`src/rtl/axis_pkt_rr_arb.sv`:
```
// axis_pkt_rr_arb: packet-granular round-robin arbiter sharing one AXI-Stream
// egress among NUM_PORTS packet sources. A grant is held from the first beat
// through tlast. out_tid carries the source port of every beat.
// Optional per-port completed-packet counters: define AXIS_PKT_ARB_STATS_EN.
module axis_pkt_rr_arb #(
  parameter int NUM_PORTS  = 4,
  parameter int DATA_BYTES = 8,
  parameter int USER_WIDTH = 1,
  parameter int ID_W       = $clog2(NUM_PORTS)
) (
  input  logic                             clk,
  input  logic                             areset,
  input  logic [NUM_PORTS-1:0]             in_tvalid,
  output logic [NUM_PORTS-1:0]             in_tready,
  input  logic [NUM_PORTS*DATA_BYTES*8-1:0] in_tdata,
  input  logic [NUM_PORTS*DATA_BYTES-1:0]  in_tkeep,
  input  logic [NUM_PORTS-1:0]             in_tlast,
  input  logic [NUM_PORTS*USER_WIDTH-1:0]  in_tuser,
  output logic                             out_tvalid,
  input  logic                             out_tready,
  output logic [DATA_BYTES*8-1:0]          out_tdata,
  output logic [DATA_BYTES-1:0]            out_tkeep,
  output logic                             out_tlast,
  output logic [USER_WIDTH-1:0]            out_tuser,
  output logic [ID_W-1:0]                  out_tid,
  output logic                             grant_active,
  output logic [ID_W-1:0]                  grant_idx
`ifdef AXIS_PKT_ARB_STATS_EN
  ,
  output logic [NUM_PORTS*32-1:0]          pkt_cnt
`endif
);

  localparam int DW = DATA_BYTES * 8;

  typedef enum logic {IDLE, LOCK} state_t;

  state_t                state;
  logic [ID_W-1:0]       last_grant;
  logic [ID_W-1:0]       next_grant;
  logic [ID_W-1:0]       cand;
  logic                  found;
  logic                  accept;
  logic                  skid_full;

  logic [DW-1:0]         sel_data;
  logic [DATA_BYTES-1:0] sel_keep;
  logic [USER_WIDTH-1:0] sel_user;
  logic                  sel_last;

  logic [DW-1:0]         skid_data;
  logic [DATA_BYTES-1:0] skid_keep;
  logic [USER_WIDTH-1:0] skid_user;
  logic                  skid_last;
  logic [ID_W-1:0]       skid_tid;

  // Round-robin pick: first requesting port after last_grant, with wrap-around
  always_comb begin
    found      = 1'b0;
    next_grant = grant_idx;
    cand       = '0;
    for (int unsigned i = 1; i <= NUM_PORTS; i++) begin
      cand = ID_W'((32'(last_grant) + i) % NUM_PORTS);
      if (!found && in_tvalid[cand]) begin
        found      = 1'b1;
        next_grant = cand;
      end
    end
  end

  // Mux the granted port's beat and decide whether it is accepted this cycle
  always_comb begin
    sel_data = in_tdata[32'(grant_idx) * DW +: DW];
    sel_keep = in_tkeep[32'(grant_idx) * DATA_BYTES +: DATA_BYTES];
    sel_user = in_tuser[32'(grant_idx) * USER_WIDTH +: USER_WIDTH];
    sel_last = in_tlast[grant_idx];
    accept   = (state == LOCK) && in_tvalid[grant_idx] && !skid_full;
  end

  // Only the granted port sees ready, and only while the skid entry is free
  always_comb begin
    in_tready = '0;
    if (state == LOCK && !skid_full) in_tready[grant_idx] = 1'b1;
  end

  // Arbitration FSM: one IDLE cycle to pick, LOCK until the tlast beat is taken
  always_ff @(posedge clk or posedge areset) begin
    if (areset) begin
      state        <= IDLE;
      grant_idx    <= '0;
      last_grant   <= ID_W'(NUM_PORTS - 1);
      grant_active <= 1'b0;
    end else begin
      case (state)
        IDLE: begin
          if (found) begin
            grant_idx    <= next_grant;
            grant_active <= 1'b1;
            state        <= LOCK;
          end
        end
        LOCK: begin
          if (accept && sel_last) begin
            last_grant   <= grant_idx;
            grant_active <= 1'b0;
            state        <= IDLE;
          end
        end
        default: state <= IDLE;
      endcase
    end
  end

  // Two-entry output stage: main register drives out_*, skid catches the beat
  // accepted while main is stalled; skid always drains into main first.
  always_ff @(posedge clk or posedge areset) begin
    if (areset) begin
      out_tvalid <= 1'b0;
      out_tdata  <= '0;
      out_tkeep  <= '0;
      out_tlast  <= 1'b0;
      out_tuser  <= '0;
      out_tid    <= '0;
      skid_full  <= 1'b0;
      skid_data  <= '0;
      skid_keep  <= '0;
      skid_last  <= 1'b0;
      skid_user  <= '0;
      skid_tid   <= '0;
    end else if (!out_tvalid || out_tready) begin
      if (skid_full) begin
        out_tvalid <= 1'b1;
        out_tdata  <= skid_data;
        out_tkeep  <= skid_keep;
        out_tlast  <= skid_last;
        out_tuser  <= skid_user;
        out_tid    <= skid_tid;
        skid_full  <= 1'b0;
      end else if (accept) begin
        out_tvalid <= 1'b1;
        out_tdata  <= sel_data;
        out_tkeep  <= sel_keep;
        out_tlast  <= sel_last;
        out_tuser  <= sel_user;
        out_tid    <= grant_idx;
      end else begin
        out_tvalid <= 1'b0;
      end
    end else if (accept) begin
      skid_full <= 1'b1;
      skid_data <= sel_data;
      skid_keep <= sel_keep;
      skid_last <= sel_last;
      skid_user <= sel_user;
      skid_tid  <= grant_idx;
    end
  end

`ifdef AXIS_PKT_ARB_STATS_EN
  // Count completed packets per source port, wrapping modulo 2^32
  always_ff @(posedge clk or posedge areset) begin
    if (areset) begin
      pkt_cnt <= '0;
    end else begin
      for (int unsigned p = 0; p < NUM_PORTS; p++) begin
        if (accept && sel_last && grant_idx == ID_W'(p))
          pkt_cnt[p*32 +: 32] <= pkt_cnt[p*32 +: 32] + 32'd1;
      end
    end
  end
`else
  // Statistics counters are not built in this configuration.
`endif

endmodule

```
`config.mk`:
```
export PLATFORM = sky130hd
export DESIGN_NAME = axis_pkt_rr_arb
export DESIGN_NICKNAME = d
export VERILOG_FILES = /design/src/rtl/axis_pkt_rr_arb.sv
export SDC_FILE = /design/constraint.sdc
export NUM_CORES = 1
export LEC_CHECK = 0
export CORE_MARGIN = 3
export CORE_UTILIZATION = 40
export CTS_CLUSTER_DIAMETER = 60
export DETAILED_ROUTE_END_ITERATION = 12
export MAX_ROUTING_LAYER = met4
export PLACE_DENSITY = 0.78
export SKIP_LAST_GASP = 1
export SYNTH_ARGS = -nofsm -noshare
export SYNTH_HDL_FRONTEND = slang
export SYNTH_SLANG_ARGS = --single-unit
```
`constraint.sdc`:
```
create_clock -name clk -period 5 [get_ports clk]
set_input_delay 1 -clock clk [delete_from_list [all_inputs] [get_ports clk]]
set_output_delay 1 -clock clk [all_outputs]
set_load 0.01 [all_outputs]
```
==> results of run 1 <==
-- area by class of cell --
cell class | instances | area, sq um | area share, %
Multi-Input combinational cell | 782 | 5050 | 35.8
Tap cell | 313 | 392 | 2.77
Clock inverter | 11 | 175 | 1.24
Inverter | 7 | 30.0 | 0.213
Sequential cell | 160 | 4020 | 28.5
Clock buffer | 21 | 470 | 3.33
Timing Repair Buffer | 397 | 3980 | 28.2
-- tightest hold or removal path, cell delays in order (launching register included) --
cell,delay [ns]
dfrtp_1,0.34
nand2_1,0.04
o21ai_0,0.06
-- routing by layer --
metal	GRT usage (%)	up-vias	wire length (um)
li1	-	4429	-
met1	28.5	4356	12500
met2	40.3	309	15200
met3	5.89	35	2130
met4	5.96	0	513
met5	-	-	0
-- through the flow --
| step | total power, mW | hold WS, ns | cells |
|---|---|---|---|
| floorplan | 5.16 | 0.450 | 1050 |
| global placement | 6.70 | 0.461 | 1659 |
| detailed placement | 6.84 | 0.469 | 1659 |
| CTS | 8.27 | 0.485 | 1691 |
| global route | 8.83 | 0.508 | 1691 |
| finish | 8.20 | 0.479 | 1691 |
-- worst max path at each step --
stage / startpoint / endpoint / slack [ns]
CTS: skid_full / in_tready[0] / 1.33
global placement: in_tvalid[0] / out_tid[1] / 1.57
global route: skid_full / in_tready[0] / 1.17
floorplan: areset / grant_active / 1.97
finish: skid_full / in_tready[0] / 1.37
detailed placement: in_tvalid[0] / out_tdata[3] / 1.52
-- cell usage after synthesis (7+ instances only) --
master,number,share of area (%)
buf_2,22,1.2
clkbuf_1,66,2.6
dfrtp_1,158,42
inv_1,7,0.28
mux2_2,77,9.1
mux2i_1,76,8.0
nand2_1,150,5.9
nor2b_1,76,5.0
o21ai_0,226,12
o22ai_1,76,5.0
o31ai_1,73,5.8
-- cells by family (layout without fill, tap and decap cells) --
group / Yosys count / in the layout
AO/OA/AOI/OAI: 384 / 384
AND/OR/NAND/NOR: 242 / 242
flip-flops: 160 / 160
multiplexers: 155 / 155
buffers and inverters: 108 / 436
XOR/XNOR: 1 / 1
-- power by group --
part / internal [mW] / switching [mW] / leakage (nW)
clock: 0.882 / 0.534 / 0.311
sequential: 1.96 / 0.525 / 1.96
combinational: 2.04 / 2.25 / 3.45
total: 4.89 / 3.31 / 5.72
-- sequential cells by signal (all words and copies together) (netlist names), 2 cells and up --
signal      flops
out_tdata      64
skid_data      64
out_tkeep       8
skid_keep       8
grant_idx       2
last_grant      2
out_tid         2
skid_tid        2
==> flow_summary.json, run 1 <==
{
  "run_status": "finished clean",
  "tritoncts_num_sinks": 160,
  "synth_seq_cells": 160,
  "drive_above_1_share_pct": 9.58,
  "most_frequent_cells_in_the_layout": "clkdlybuf4s50_1 (386), o21ai_0 (226), dfrtp_1 (155)",
  "p_leak_nw": 5.72,
  "clkLatencyLatePin_ns": 0.42,
  "worst_case_clock_skew_ns": 0.0120,
  "dp_worst_setup_slack_ns": 1.52,
  "ir_drop_v": 0.000336,
  "antenna-diode-count": 0,
  "finalWorstSetupSlack_ns": 1.37,
  "maxClockFrequency_mhz": 275,
  "hp-class": "reg -> reg",
  "drcViolationCount": 0,
  "critPathBufInv": 1,
  "timing.rr.start": "grant_idx[1]",
  "routed-via-count": 9129,
  "post-route-min-period_ns": 3.63,
  "seq_area_frac_synth_pct": 42.2,
  "dpl_cell_area_sq_um": 13500,
  "setup_repair_after_global_routing_missed_its_margin": "false",
  "cts_setup_buffers": 0,
  "reg2regPathDepth": 4,
  "max_cap_viol_count": 0,
  "place.detailed.hpwl_um": 21200,
  "cts_resized": 0,
  "crit_path_top_delay_cell": "dfrtp_4",
  "clock_tree.buffer_depth": 2,
  "finalCritPeriodShare_pct": 72.7,
  "power.density_cell_area_nw_per_um2": 580,
  "overall_die_height_um": 160,
  "core-area_sq_um": 23000,
  "syn_area_sq_um": 9500,
  "worst-path-stages": 3,
  "drtPass1Iterations": 5,
  "area_overhead_vs_synth_pct": 48.7,
  "async_sr_flop_fraction_pct": 100,
  "synth_compound_area_share_pct": 23.4,
  "grt.overflow.total": 0,
  "hold_crit_depth": 2,
  "setup.worst_path.start_class": "flop",
  "routed_wire_length_per_instance_um": 18.0,
  "endpoint_kind": "primary output",
  "first_global_vias": 9215,
  "cts_buffers": 17,
  "synth_area_in_simple_gates_pct": 11.8,
  "cts_tree": "built",
  "grtUsageTotal_pct": 23.8,
  "cts_root_buffer": "clkbuf_16",
  "die_width_um": 160,
  "cts_max_level": 4,
  "ctsHoldBuffers": 0,
  "ys_dominant_reg_cell": "dfrtp_1",
  "die_area_sq_um": 25600,
  "final_core_util_pct": 61.4,
  "synth_edf_count": 0,
  "vias_per_cell": 5.40,
  "rows": 55,
  "grt_first_pass_wirelength_um": 48400,
  "antenna_found_initial": 0,
  "start_util_pct": 41.3,
  "grt_start_max_net_pins": 102,
  "rr_endpoint": "out_tlast",
  "final_routed_wirelength_across_all_metal_layers_um": 30400,
  "final_net_count": 1668,
  "top_level_ports": 387,
  "mostFrequentLayoutCell": "clkdlybuf4s50_1",
  "fill_cells": 1988,
  "worstPathCellList": "or2_4 -> nor3_1 -> clkdlybuf4s50_1",
  "dr.first_iter.drc_count": 505,
  "syn_nets": 1353,
  "critical_path_class": "reg -> out",
  "worst-endpoint-required_ns": 4.00,
  "post_synth_xor_area_fraction_pct": 0.0922,
  "port-buffer-count": 386,
  "max_slew_margin_pct": 35.9,
  "final_number_of_hold_violating_endpoints": 0,
  "worst_path_largest_cell_delay_ns": 1.00,
  "syn_area_per_cell_sq_um": 9.05,
  "slew_viol_final": 0,
  "min_from": "skid_keep[5]",
  "setup_tns_ns": 0,
  "min_to": "skid_keep[5]",
  "postRouteAntennaNets": 0,
  "ys_warn_count": 0,
  "post_synth_mux_area_share_pct": 17.6,
  "synthDistinctLibCells": 33,
  "layout.cell_area.non_filler_sq_um": 14100,
  "combinational_family_with_the_most_area_after_synthesis": "compound AO/OA/AOI/OAI gates",
  "regToRegSetupSlack_ns": 1.97,
  "path_clk_slew_ns": 0.06,
  "cp_max_fo": 84,
  "crit_arrival_ns": 2.63,
  "synth_adder_area_share_pct": 0,
  "gp_routability_congestion": 0.756,
  "report.final.setup_viol": 0,
  "syn-instance-count": 1050,
  "critical_path.top_delay_family": "flip-flops",
  "tightest_slew_ns": 0.961
}
No activity file was read; power rests on OpenSTA's default activity.
==> run 2, diff against run 1 <==
Settings changed: CORE_UTILIZATION 40 to 44, PLACE_DENSITY 0.78 to 0.82.
Clock period 5 ns to 3.4 ns, I/O delays scaled along.
==> run 2 against run 1 <==
Effect of this change: die area fell by 8.8%; critical path depth did not move; sequential power rose by 40%; register-to-register slack got worse by 1.1 ns; flip-flop and latch count did not move; via count fell by 0.68%; sequential share of layout area barely moved; non-clock buffer count rose by 8; clock-buffer cell count fell by 2; cell area rose by 0.12%.
==> flow_summary.json, run 2 (same netlist as run 1, synthesis figures left out) <==
{
  "p_leak_nw": 5.75,
  "grt_start_max_net_pins": 99,
  "hp-class": "reg -> reg",
  "grt_first_pass_wirelength_um": 48200,
  "drive_above_1_share_pct": 9.96,
  "endpoint_kind": "primary output",
  "cts_tree": "built",
  "ctsHoldBuffers": 0,
  "final_net_count": 1676,
  "power.density_cell_area_nw_per_um2": 857,
  "final_number_of_hold_violating_endpoints": 0,
  "grtUsageTotal_pct": 25.9,
  "dpl_cell_area_sq_um": 13500,
  "start_util_pct": 45.0,
  "worst_path_largest_cell_delay_ns": 0.80,
  "timing.rr.start": "grant_idx[1]",
  "antenna_found_initial": 1,
  "core-area_sq_um": 21100,
  "first_global_vias": 9304,
  "fill_cells": 1716,
  "worst-endpoint-required_ns": 2.72,
  "place.detailed.hpwl_um": 21700,
  "die_area_sq_um": 23400,
  "mostFrequentLayoutCell": "clkdlybuf4s50_1",
  "die_width_um": 153,
  "routed-via-count": 9067,
  "slew_viol_final": 0,
  "final_routed_wirelength_across_all_metal_layers_um": 30000,
  "routed_wire_length_per_instance_um": 18.1,
  "path_clk_slew_ns": 0.06,
  "cts_buffers": 17,
  "clkLatencyLatePin_ns": 0.41,
  "reg2regPathDepth": 5,
  "clock_tree.buffer_depth": 2,
  "regToRegSetupSlack_ns": 0.86,
  "drtPass1Iterations": 5,
  "rows": 53,
  "cts_root_buffer": "clkbuf_16",
  "crit_path_top_delay_cell": "dfrtp_4",
  "tightest_slew_ns": 0.727,
  "max_cap_viol_count": 0,
  "dr.first_iter.drc_count": 531,
  "post-route-min-period_ns": 2.98,
  "cts_resized": 0,
  "max_slew_margin_pct": 51.5,
  "gp_routability_congestion": 0.820,
  "crit_arrival_ns": 2.30,
  "postRouteAntennaNets": 0,
  "cts_max_level": 4,
  "layout_top_registers": "out_tdata x64, skid_data x64",
  "top_level_ports": 387,
  "port-buffer-count": 386,
  "report.final.setup_viol": 0,
  "ir_drop_v": 0.000681,
  "setup_tns_ns": 0,
  "worstPathCellList": "inv_1 -> nor3_1 -> clkdlybuf4s50_1",
  "cts_setup_buffers": 0,
  "layout.cell_area.non_filler_sq_um": 14100,
  "finalCritPeriodShare_pct": 87.8,
  "vias_per_cell": 5.46,
  "maxClockFrequency_mhz": 335,
  "worst_setup_sp": "grant_idx[1]",
  "overall_die_height_um": 153,
  "run_status": "finished clean",
  "most_frequent_cells_in_the_layout": "clkdlybuf4s50_1 (386), o21ai_0 (226), dfrtp_1 (155)",
  "critical_path.endpoint": "in_tready[2]",
  "tritoncts_num_sinks": 160,
  "grt.overflow.total": 0,
  "setup_repair_after_global_routing_missed_its_margin": "false",
  "setup.worst_path.start_class": "flop",
  "area_overhead_vs_synth_pct": 48.9,
  "rr_endpoint": "out_tdata[38]",
  "worst_case_clock_skew_ns": 0.0122,
  "cp_max_fo": 37,
  "critical_path_class": "reg -> out",
  "drcViolationCount": 0
}
==> run 2: cell types whose count changed in the layout (fill, tap and decap cells not counted), moves of 2 or more <==
cell	previous run	this run
buf_4	8	15
clkbuf_8	3	0
or2_2	0	2
or2_4	2	0
==> run 2: final cells by class <==
| class | count | area [sq um] | area share [%] |
|---|---|---|---|
| diodes | 1 | 2.50 | 0.0177 |
| clock buffers | 19 | 433 | 3.06 |
| clock inverters | 12 | 208 | 1.47 |
| inverters | 7 | 30.0 | 0.212 |
| multi-input cells | 782 | 5050 | 35.7 |
| flip-flops and latches | 160 | 4020 | 28.4 |
| well taps | 275 | 344 | 2.43 |
| repair buffers | 405 | 4060 | 28.7 |
==> run 2: through the flow <==
step           instances  setup WS (ns)  hold WS (ns)  power [mW]  utilization, %
6_report            1661          0.416         0.477        12.1            67.0
3_5_place_dp        1629          0.531         0.470        10.1            64.0
3_3_place_gp        1629          0.590         0.461        9.89            64.0
4_1_cts             1660          0.359         0.485        12.2            67.0
2_1_floorplan       1050          0.693         0.450        7.58               -
5_1_grt             1661          0.261         0.504        13.1            67.0
==> run 2: critical path, delay by kind of cell (launching register included) <==
| family | cells | cell delay (ns) |
|---|---|---|
| AND/OR/NAND/NOR | 1 | 0.23 |
| flip-flops | 1 | 0.80 |
| buffers and inverters | 2 | 0.86 |
==> run 2: worst min path at each step <==
stage	start	cells past startpoint	slack [ns]	to
after global placement	skid_data[4]	2	0.46	skid_data[4]
after detailed placement	skid_data[12]	2	0.47	skid_data[12]
after floorplan	skid_tid[1]	2	0.45	skid_tid[1]
after CTS	skid_data[7]	2	0.48	skid_data[7]
final	skid_data[53]	2	0.48	skid_data[53]
after global routing	skid_data[7]	2	0.50	skid_data[7]
==> run 2: per-layer routing <==
metal	track usage [%]	up-vias	share of wire, %
met1	30.4	4186	39
met3	6.99	61	8.1
met2	42.9	395	50
li1	-	4425	-
met5	-	-	0
met4	9.80	0	3.4
==> run 2: report_power, final <==
group	switching, mW	total [mW]	internal [mW]	leakage [nW]
Clock	0.775	2.08	1.31	0.301
Combinational	3.50	6.56	3.06	3.49
Sequential	0.589	3.48	2.89	1.96
==> run 3, diff against run 2 <==
Settings changed: CORE_MARGIN 3 to 2, CORE_UTILIZATION 44 to 25, PLACE_DENSITY 0.82 to unset.
==> run 3 against run 2 <==
Effect of this change: cell count is 14% higher; register-to-register slack got worse by 0.10 ns; non-clock buffer count grew 4; sequential power about the same; die area grew 69%; combinational power rose by 2%; cell area up 2.0%; utilization down 29 points; critical path type unchanged; critical endpoint is now in_tready[1]; largest power group unchanged; highest routed layer unchanged.
==> flow_summary.json, run 3 (same netlist as run 1, synthesis figures left out) <==
{
  "run_status": "finished clean",
  "worstPathCellList": "nor2b_1 -> nand2_1 -> nor2_1 -> clkdlybuf4s50_1",
  "maxClockFrequency_mhz": 326,
  "area_overhead_vs_synth_pct": 51.9,
  "worst_path_largest_cell_delay_ns": 0.68,
  "worst_case_clock_skew_ns": 0.0194,
  "report.final.setup_viol": 0,
  "path_clk_slew_ns": 0.07,
  "mostFrequentLayoutCell": "clkdlybuf4s50_1",
  "register_share_of_total_power_pct": 29.0,
  "layout_top_registers": "out_tdata x64, skid_data x64",
  "crit_path_top_delay_cell": "dfrtp_4",
  "cp_max_fo": 49,
  "first_global_vias": 8918,
  "finalWorstSetupSlack_ns": 0.331,
  "crit_arrival_ns": 2.39,
  "die_area_sq_um": 39600,
  "cts_setup_buffers": 0,
  "antenna-diode-count": 0,
  "grtUsageTotal_pct": 16.7,
  "cts_root_buffer": "clkbuf_16",
  "dr.first_iter.drc_count": 420,
  "dpl_cell_area_sq_um": 13900,
  "post-place-cells": 1869,
  "power.switching_fraction_pct": 42.2,
  "grt_start_max_net_pins": 105,
  "core-area_sq_um": 37600,
  "rows": 71,
  "worst-endpoint-required_ns": 2.72,
  "routed-via-count": 9002,
  "final_net_count": 1680,
  "clock_tree.buffer_depth": 2,
  "postRouteAntennaNets": 0,
  "tritoncts_num_sinks": 160,
  "cts_tree": "built",
  "start_util_pct": 25.3,
  "cts_buffers": 17,
  "routed_wire_length_per_instance_um": 17.3,
  "ctsHoldBuffers": 0,
  "most_frequent_cells_in_the_layout": "clkdlybuf4s50_1 (386), o21ai_0 (226), dfrtp_1 (155)",
  "finalCritPeriodShare_pct": 90.3,
  "setup_tns_ns": 0,
  "layout.cell_area.non_filler_sq_um": 14400,
  "vias_per_cell": 4.74,
  "tightest_slew_ns": 1.03,
  "max_cap_viol_count": 0,
  "post-route-min-period_ns": 3.07,
  "cts_max_level": 4,
  "drive_above_1_share_pct": 10.4,
  "intPower_mw": 6.98,
  "hp-class": "reg -> reg",
  "layoutNonFillerInstCount": 1901,
  "overall_die_height_um": 199,
  "setup_repair_after_global_routing_missed_its_margin": "false",
  "final_routed_wirelength_across_all_metal_layers_um": 32900,
  "share_clk_of_total_power_pct": 15.7,
  "cts_resized": 0,
  "antenna_found_initial": 0,
  "grt.overflow.total": 0,
  "die_width_um": 199,
  "p_leak_nw": 5.77,
  "drtPass1Iterations": 4,
  "top_level_ports": 387,
  "timing.hold.ws_ns": 0.481,
  "combPwrFrac_pct": 55.2,
  "slew_viol_final": 0,
  "grt_first_pass_wirelength_um": 49900,
  "critical_path_class": "reg -> out",
  "max_slew_margin_pct": 31.3,
  "clkLatencyLatePin_ns": 0.42,
  "power.density_cell_area_nw_per_um2": 836,
  "final_number_of_hold_violating_endpoints": 0,
  "ir_drop_v": 0.000351,
  "endpoint_kind": "primary output",
  "switching_power_mw": 5.08,
  "place.detailed.hpwl_um": 23200,
  "dp_worst_setup_slack_ns": 0.426,
  "port-buffer-count": 386,
  "drcViolationCount": 0,
  "setup.worst_path.start_class": "flop",
  "gp_routability_congestion": 0.760
}
[run 3: changes by cell type in the layout (fill, tap and decap cells not counted), moves of 2 or more]
| cell | delta |
|---|---|
| clkinv_4 | +3 |
| buf_12 | +3 |
| or2_4 | +2 |
| clkinvlp_4 | -3 |
| or2_2 | -2 |
| bufinv_16 | -5 |
| inv_8 | +4 |
[run 3: metal layers]
metal | global-route usage (%) | wire length (um)
met1 | 20.5 | 14400
met2 | 27.7 | 15900
met3 | 3.92 | 2160
met4 | 4.31 | 518
met5 | - | 0
[run 3: per-stage QoR]
| stage | utilization (%) | power, mW |
|---|---|---|
| final | 38.4 | 12.1 |
| after global routing | 38.4 | 13.1 |
| after CTS | 38.4 | 12.3 |
| after detailed placement | 36.9 | 10.3 |
| after global placement | 36.9 | 10.2 |
| after floorplan | - | 7.58 |
[run 3: power groups by stage]
stage | clock network [mW] | logic, mW | registers (mW)
after floorplan | 0 | 4.06 | 3.52
after global placement | 0 | 6.70 | 3.51
after detailed placement | 0 | 6.78 | 3.54
after CTS | 1.98 | 6.78 | 3.51
after global routing | 2.06 | 7.40 | 3.63
final | 1.90 | 6.66 | 3.50
[run 3: layout make-up]
type                            instances  area, sq um
Timing Repair Buffer                  409         4120
Sequential cell                       160         4020
Clock buffer                           19          443
Tap cell                              511          639
Fill cell                            3812        23200
Clock inverter                         13          120
Inverter                                7         30.0
Multi-Input combinational cell        782         5050
[run 3: final timing paths]
path                              startpoint             to  slack [ns]  cells after the start
worst max-delay path               skid_full   in_tready[1]        0.33                      4
worst min-delay path            skid_keep[3]   skid_keep[3]        0.48                      2
worst max register to register     skid_full  out_tdata[52]        0.76                      5
worst min register to register  skid_keep[3]   skid_keep[3]        0.48                      2
max in group asynchronous             areset      skid_user        1.90                      3
min in group asynchronous             areset  out_tdata[40]        0.78                      2
[run 3: worst max-delay path, delay by kind of cell (launching register included)]
family	cells	cell delay, ns
simple gates	3	0.69
flops	1	0.68
buf+inv	1	0.59
